### src/rtl/vrf_wb_arbiter_if.sv
// Writeback bus between the ALU / load-unit requesters, the decode stage and
// the vector register-file arbiter. Requesters and decode drive through the
// master modport; the arbiter sits on the slave modport.
interface vrf_wb_arbiter_if #(
  parameter int N     = 16,  // lane width in bits
  parameter int LANES = 16   // lanes per vector register
);

  // ALU writeback request channel
  logic                       alu_valid;
  logic [3:0]                 alu_wa;
  logic [LANES-1:0][N-1:0]    alu_wd;
  logic                       alu_ready;

  // Load-unit writeback request channel
  logic                       mem_valid;
  logic [3:0]                 mem_wa;
  logic [LANES-1:0][N-1:0]    mem_wd;
  logic                       mem_ready;

  // Decode-stage read addresses and stall feedback
  logic [3:0]                 ra1;
  logic [3:0]                 ra2;
  logic                       stall_d;

  // Register-file write port
  logic                       RegWriteW;
  logic [3:0]                 wa3w;
  logic [LANES-1:0][N-1:0]    wd3;

  modport master (
    output alu_valid, alu_wa, alu_wd,
    output mem_valid, mem_wa, mem_wd,
    output ra1, ra2,
    input  alu_ready, mem_ready,
    input  RegWriteW, wa3w, wd3,
    input  stall_d
  );

  modport slave (
    input  alu_valid, alu_wa, alu_wd,
    input  mem_valid, mem_wa, mem_wd,
    input  ra1, ra2,
    output alu_ready, mem_ready,
    output RegWriteW, wa3w, wd3,
    output stall_d
  );

endinterface

### src/rtl/vrf_wb_arbiter.sv
// Two-requester (ALU / load unit) writeback arbiter for the vector register file.
// Latency: one cycle from transfer to RegWriteW/wa3w/wd3; one write per cycle.
// Backpressure: valid/ready, loser held off until granted; WB_ROUND_ROBIN_EN enables
// the alternating priority pointer, otherwise the ALU always wins ties.
module vrf_wb_arbiter #(
  parameter int N     = 16,
  parameter int LANES = 16
) (
  input  logic              clk,
  input  logic              RST,
  vrf_wb_arbiter_if.slave   bus
);

  typedef logic [LANES-1:0][N-1:0] vec_t;

  // Register 15 is the "no register" encoding and never creates a hazard.
  localparam logic [3:0] NO_REG = 4'hF;

  logic       alu_gnt;
  logic       mem_gnt;
  logic       prio_mem;      // 1: load unit wins when both request

  logic       reg_we_q, reg_we_d;
  logic [3:0] wa_q,     wa_d;
  vec_t       wd_q,     wd_d;

  logic       hit_ra1;
  logic       hit_ra2;

`ifdef WB_ROUND_ROBIN_EN
  logic ptr_q, ptr_d;

  // Pointer moves to whichever requester was not granted; idle cycles hold it.
  always_comb begin
    ptr_d = ptr_q;
    if (alu_gnt) begin
      ptr_d = 1'b1;
    end else if (mem_gnt) begin
      ptr_d = 1'b0;
    end
  end

  // Priority pointer register, ALU preferred out of reset.
  always_ff @(posedge clk) begin
    if (RST) begin
      ptr_q <= 1'b0;
    end else begin
      ptr_q <= ptr_d;
    end
  end

  assign prio_mem = ptr_q;
`else
  // Fixed priority: ALU always wins a tie.
  assign prio_mem = 1'b0;
`endif

  // Grant decode: a lone requester always wins, ties go to the pointer.
  // Nothing is granted while reset is held, so no transfer can occur then.
  always_comb begin
    alu_gnt = 1'b0;
    mem_gnt = 1'b0;
    if (!RST) begin
      alu_gnt = bus.alu_valid && (!bus.mem_valid || !prio_mem);
      mem_gnt = bus.mem_valid && (!bus.alu_valid ||  prio_mem);
    end
  end

  assign bus.alu_ready = alu_gnt;
  assign bus.mem_ready = mem_gnt;

  // Next write-port contents: winner's address/data; address/data hold when idle.
  always_comb begin
    reg_we_d = 1'b0;
    wa_d     = wa_q;
    wd_d     = wd_q;
    if (alu_gnt) begin
      reg_we_d = 1'b1;
      wa_d     = bus.alu_wa;
      wd_d     = bus.alu_wd;
    end else if (mem_gnt) begin
      reg_we_d = 1'b1;
      wa_d     = bus.mem_wa;
      wd_d     = bus.mem_wd;
    end
  end

  // Write-port register; reset also kills any write that was about to issue.
  always_ff @(posedge clk) begin
    if (RST) begin
      reg_we_q <= 1'b0;
      wa_q     <= 4'd0;
      wd_q     <= '0;
    end else begin
      reg_we_q <= reg_we_d;
      wa_q     <= wa_d;
      wd_q     <= wd_d;
    end
  end

  assign bus.RegWriteW = reg_we_q;
  assign bus.wa3w      = wa_q;
  assign bus.wd3       = wd_q;

  // Read-after-write hazard: a decode source matches any pending or in-flight
  // destination. Pending requests count whether or not they win this cycle,
  // since the loser's value is still on its way to the file.
  always_comb begin
    hit_ra1 = 1'b0;
    hit_ra2 = 1'b0;
    if (bus.ra1 != NO_REG) begin
      hit_ra1 = (bus.alu_valid && (bus.ra1 == bus.alu_wa)) ||
                (bus.mem_valid && (bus.ra1 == bus.mem_wa)) ||
                (reg_we_q      && (bus.ra1 == wa_q));
    end
    if (bus.ra2 != NO_REG) begin
      hit_ra2 = (bus.alu_valid && (bus.ra2 == bus.alu_wa)) ||
                (bus.mem_valid && (bus.ra2 == bus.mem_wa)) ||
                (reg_we_q      && (bus.ra2 == wa_q));
    end
  end

  assign bus.stall_d = !RST && (hit_ra1 || hit_ra2);

  // At most one requester may be accepted in any cycle.
  a_one_ready: assert property (@(posedge clk) !(alu_gnt && mem_gnt));

  // A write can only appear one cycle after a grant.
  a_we_follows_gnt: assert property (@(posedge clk) disable iff (RST)
                                     (alu_gnt || mem_gnt) |=> reg_we_q);

endmodule

### src/flat_wrapper.sv
// flat-port wrapper written by rule: the top's interface ports become plain ports
module vrf_wb_arbiter_flat 
#(
  parameter int N     = 16,
  parameter int LANES = 16
)
  (clk, RST, bus_alu_valid, bus_alu_wa, bus_alu_wd, bus_mem_valid, bus_mem_wa, bus_mem_wd, bus_ra1, bus_ra2, bus_alu_ready, bus_mem_ready, bus_RegWriteW, bus_wa3w, bus_wd3, bus_stall_d);
  vrf_wb_arbiter_if #(.N(N), .LANES(LANES)) bus_i ();
  input  logic clk;
  input  logic RST;
  input wire logic [$bits(bus_i.alu_valid)-1:0] bus_alu_valid;
  input wire logic [$bits(bus_i.alu_wa)-1:0] bus_alu_wa;
  input wire logic [$bits(bus_i.alu_wd)-1:0] bus_alu_wd;
  input wire logic [$bits(bus_i.mem_valid)-1:0] bus_mem_valid;
  input wire logic [$bits(bus_i.mem_wa)-1:0] bus_mem_wa;
  input wire logic [$bits(bus_i.mem_wd)-1:0] bus_mem_wd;
  input wire logic [$bits(bus_i.ra1)-1:0] bus_ra1;
  input wire logic [$bits(bus_i.ra2)-1:0] bus_ra2;
  output wire logic [$bits(bus_i.alu_ready)-1:0] bus_alu_ready;
  output wire logic [$bits(bus_i.mem_ready)-1:0] bus_mem_ready;
  output wire logic [$bits(bus_i.RegWriteW)-1:0] bus_RegWriteW;
  output wire logic [$bits(bus_i.wa3w)-1:0] bus_wa3w;
  output wire logic [$bits(bus_i.wd3)-1:0] bus_wd3;
  output wire logic [$bits(bus_i.stall_d)-1:0] bus_stall_d;
  assign bus_i.alu_valid = bus_alu_valid;
  assign bus_i.alu_wa = bus_alu_wa;
  assign bus_i.alu_wd = bus_alu_wd;
  assign bus_i.mem_valid = bus_mem_valid;
  assign bus_i.mem_wa = bus_mem_wa;
  assign bus_i.mem_wd = bus_mem_wd;
  assign bus_i.ra1 = bus_ra1;
  assign bus_i.ra2 = bus_ra2;
  assign bus_alu_ready = bus_i.alu_ready;
  assign bus_mem_ready = bus_i.mem_ready;
  assign bus_RegWriteW = bus_i.RegWriteW;
  assign bus_wa3w = bus_i.wa3w;
  assign bus_wd3 = bus_i.wd3;
  assign bus_stall_d = bus_i.stall_d;
  vrf_wb_arbiter #(.N(N), .LANES(LANES)) u_core (.clk(clk), .RST(RST), .bus(bus_i));
endmodule
### config.mk
export PLATFORM = sky130hd
export DESIGN_NAME = vrf_wb_arbiter_flat
export DESIGN_NICKNAME = d
export VERILOG_FILES = /design/src/rtl/vrf_wb_arbiter_if.sv /design/src/rtl/vrf_wb_arbiter.sv /design/src/flat_wrapper.sv
export SDC_FILE = /design/constraint.sdc
export NUM_CORES = 1
export LEC_CHECK = 0
export CORE_AREA = 2 2 309 311
export DETAILED_ROUTE_END_ITERATION = 6
export DIE_AREA = 0 0 311 313
export PLACE_DENSITY = 0.38
export SYNTH_ARGS = -nofsm -noshare
export SYNTH_HDL_FRONTEND = slang
export SYNTH_SLANG_ARGS = --single-unit
### constraint.sdc
create_clock -name clk -period 1.95 [get_ports clk]
set_input_delay 0.39 -clock clk [delete_from_list [all_inputs] [get_ports clk]]
set_output_delay 0.39 -clock clk [all_outputs]
set_load 0.01 [all_outputs]
Word-level counts from Yosys, hierarchy flattened
Cells that the tools add are included.
{"block": "totals", "in_bits": 532, "regBits": 261, "wordCells": 52}
{"block": "classes", "eq_ne": 8, "mux": 10, "n_reduce_logical": 16}
{"cell": "256-bit two-way mux", "n": 2}
{"cell": "4-bit == test", "n": 6}
{"cell": "1-bit logical AND", "n": 8}
{"cell": "4-bit two-way mux", "n": 2}
{"cell": "4-bit != test, second input constant", "n": 2}
{"cell": "1-bit two-way mux", "n": 6}
{"cell": "1-bit logical OR", "n": 5}
{"cell": "1-bit logical NOT", "n": 2}
{"cell": "2-bit nonzero test", "n": 1}

Logic depth before layout (Yosys ltp)
{"block": "logic_depth", "word_depth": 7, "depth_mapped": 7, "depth_no_buf": 5}

Worst setup path before layout
No wires, ideal clock.
{"block": "synth_path", "path_type": "input to output", "start": "input port bus_alu_wa[1]", "end": "output port bus_stall_d", "n_path_buf": 0, "t_arrival_ns": 1.266, "path_stages": 5, "slack_ns": 0.294, "path_cell_list": "inv_1 -> a222oi_1 -> nor4b_1 -> o31ai_1 -> a21oi_1"}
{"block": "synth_between", "elab_chain_cells": 7, "word_cells_on_any_way": 12, "cone_classes": "2 x eq/ne; 2 x mux; 8 x reduce/logical"}
{"element": "start, declared", "line": "flat_wrapper.sv:12", "source": "input wire logic [$bits(bus_i.alu_wa)-1:0] bus_alu_wa;"}
{"element": "4-bit == test (on tied branches)", "line": "vrf_wb_arbiter.sv:112, vrf_wb_arbiter.sv:117"}
{"element": "1-bit logical AND (on tied branches)", "line": "vrf_wb_arbiter.sv:112, vrf_wb_arbiter.sv:117"}
{"element": "1-bit logical OR (on tied branches)", "line": "vrf_wb_arbiter.sv:112, vrf_wb_arbiter.sv:117"}
{"element": "1-bit logical OR (on tied branches)", "line": "vrf_wb_arbiter.sv:113, vrf_wb_arbiter.sv:118"}
{"element": "1-bit two-way mux (on tied branches)", "line": "vrf_wb_arbiter.sv:111, vrf_wb_arbiter.sv:116"}
{"element": "1-bit logical OR *", "line": "vrf_wb_arbiter.sv:123", "source": "assign bus.stall_d = !RST && (hit_ra1 || hit_ra2);"}
{"element": "1-bit logical AND *", "line": "vrf_wb_arbiter.sv:123"}
{"element": "end, declared", "line": "flat_wrapper.sv:24", "source": "output wire logic [$bits(bus_i.stall_d)-1:0] bus_stall_d;"}
Every way passes the cells marked *; elsewhere a longest branch is shown, timed or not.

Worst setup path in the final report
{"block": "layout_path", "start": "input port bus_alu_wa[0]", "end": "output port bus_stall_d"}
The elaborated chain is that of the path after synthesis.

==> results.tsv <==
metric	value	unit
total_power	16.3	mW
status	complete, but fails checks	
clockRootBuffer	clkbuf_16	
path_clk_slew	50	ps
coreArea	94200	um2
reg2reg_slack	950	ps
irDropWorstVdd	448	uV
cpPeakStageDelay	520	ps
hold_viol_final	0	
cp-startpoint	bus_alu_wa[0]	
gr-total-overflow	0	
ant_nets	0	
drt-initial-drc-count	559	
grt_pass1_wl	88.5	mm
syn_to_final_growth	89.4	%
worst_setup_path_start_kind	primary input	
rsz0062_at_grt	true	
std_cell_rows	113	
dieWidth	311	um
synthTopCellsByArea	dfxtp_1 44%, mux2i_1 22%, nor2_1 16%	
clockBufferDepth	3	
portBuffers	795	
cts_tree	done	
worst_pin_slew	897	ps
yosysTopAreaCellShare	43.8	%
dieArea	97300	um2
antenna_found_initial	2	
fin_tns_setup	-374	ps
ctsHoldBuffers	0	
drt_pre_antenna_iters	5	
synth_area_leader_cell	dfxtp_1	
synth_cell_types	22	
hold_start	RST	
violations	negative setup slack	
gp_congestion	0.901	
finalSetupViolations	1	
r2r_start	u_core.bus.wa3w[2]	
end_kind	output pin	
die_h	313	um
drive_above_1_share	4.95	%
setup_slack	-374	ps
fmaxAchievable	0.430	GHz
rr_worst_depth	5	
clock-sinks	261	
postCtsSetupBuffers	0	
placed_cells	3444	
finalNetCount	2751	
grt_start_max_net_pins	167	
arrival	1930	ps
yosys_warnings	0	
slew_viol_final	0	
critPathKind	primary input to output pin	
n_fill_cell	10400	
post-route-min-period	2320	ps
synth_nets	1995	
p_leak	9.36	nW
seq_area_frac_synth	43.8	%
route.detailed.drc	0	
clock_latency	560	ps
syn_area_per_cell	8.16	um2
worst_path_max_delay_cell	clkdlybuf4s50_1	
io_pins	796	
cts_max_level	2	
synthCells	1463	
worstPathCellList	clkdlybuf4s50_1 -> xor2_2 -> nor4b_4 -> o31ai_2 -> a21oi_2 -> buf_2	
initial_core_util	12.7	%
hold_path.class	primary input to register	
endpoint	bus_stall_d	
maxCapViolCount	0	
p_per_area	722	nW/um2
routed_via_density	3.64	
slew-limit-headroom	40.2	%
hpwl	46.0	mm
finalCritPeriodShare	119	%
cp_data_required_time	1560	ps
wl_per_cell	17.6	um
netlist_area	11900	um2
grt_util_all_layers	12.1	%
r2r-end	u_core.bus.wa3w[2]	
final_cell_count_no_fill	3508	
finalClockSkew	0	ps
wl	61.6	mm
cp_max_fo	3	
first_global_vias	13000	
vias	12800	
cts_buffers	38	
synth-seq-cells	261	
per-stage QoR:
stage / cell area, um2 / util, % / setup slack, ps / hold WS, ps
2_1_floorplan: 11900 / - / 294 / 529
3_3_place_gp: 21400 / 22.7 / -1070 / 589
3_5_place_dp: 21400 / 22.7 / -1070 / 595
4_1_cts: 22500 / 23.9 / -390 / 39.7
5_1_grt: 22600 / 24.0 / -478 / 62.9
6_report: 22600 / 24.0 / -374 / 108
synth_stat cells, drive strengths merged:
| cell type | n |
|---|---|
| a21oi | 261 |
| nor3b | 1 |
| or2 | 1 |
| clkbuf | 51 |
| o22ai | 1 |
| nand4 | 2 |
| dfxtp | 261 |
| a222oi | 1 |
| inv | 3 |
| o31ai | 2 |
| nor4b | 1 |
| nand2 | 5 |
| o21ai | 1 |
| nor2b | 1 |
| nor2 | 520 |
| buf | 65 |
| nor4 | 5 |
| xnor2 | 5 |
| xor2 | 16 |
| mux2i | 260 |
registers in the layout (all words and copies together), names as in the netlist:
register              cells
u_core.bus.wd3          256
u_core.bus.wa3w           4
u_core.bus.RegWriteW      1
cells by family (layout without fill, tap and decap cells):
group	count (synthesis)	in the layout	share of synthesized area, %
compound gates	266	266	11.2
xor+xnor	21	21	1.54
buf+inv	119	897	4.51
flops	261	261	43.8
mux	260	260	21.8
other cells	0	2	0
simple gates	536	536	17.1
report_power, final:
| part | switching, mW | internal, mW |
|---|---|---|
| clock network | 2.75 | 4.13 |
| logic | 1.46 | 2.07 |
| registers | 0.198 | 5.70 |
| total | 4.41 | 11.9 |
placed cells by master (no fill, tap or decap), types with 10 or more instances in the layout:
master and instances:
clkdlybuf4s50_1 717, nor2_1 520, mux2i_1 260, a21oi_1 260
dfxtp_1 256, dlygate4sd2_1 66, clkbuf_16 41, buf_4 25
xor2_1 15, buf_12 11, clkbuf_8 10
critical path: cells and delay by family:
kind | cells | cell delay, ps
buf+inv | 2 | 690
compound gates | 2 | 310
simple gates | 1 | 290
xor+xnor | 1 | 250
per-layer routing:
layer | track usage, % | share of wire [%] | up-vias
met5 | 0 | 0 | -
met2 | 22.3 | 53 | 437
met3 | 3.94 | 7.2 | 66
met1 | 13.0 | 38 | 5856
met4 | 3.55 | 1.9 | 0
li1 | - | - | 6397
worst min path at each step:
stage	end	slack, ps	cells past startpoint
3_3_place_gp	u_core.bus.wd3[70]	590	4
5_1_grt	u_core.bus.wd3[242]	60	2
2_1_floorplan	u_core.bus.wa3w[0]	530	2
3_5_place_dp	u_core.bus.wd3[252]	590	4
4_1_cts	u_core.bus.wd3[242]	40	2
6_report	u_core.bus.wd3[242]	110	2
area by class of cell:
type                    instances  area, um2  share of cell area, %
well taps                    1265       1580                   7.00
flip-flops and latches        261       5230                   23.2
diodes                          2       5.00                 0.0221
inverters                       3       11.3                 0.0498
clock buffers                  58       1180                   5.22
clock inverters                 4       27.5                  0.122
repair buffers                832       8320                   36.8
multi-input cells            1083       6240                   27.6
timing repair:
action                     CTS  global route
resized for setup           81            16
pin swaps                    5             8
setup endpoints to repair   58             5
No activity file was read; power rests on OpenSTA's default activity.
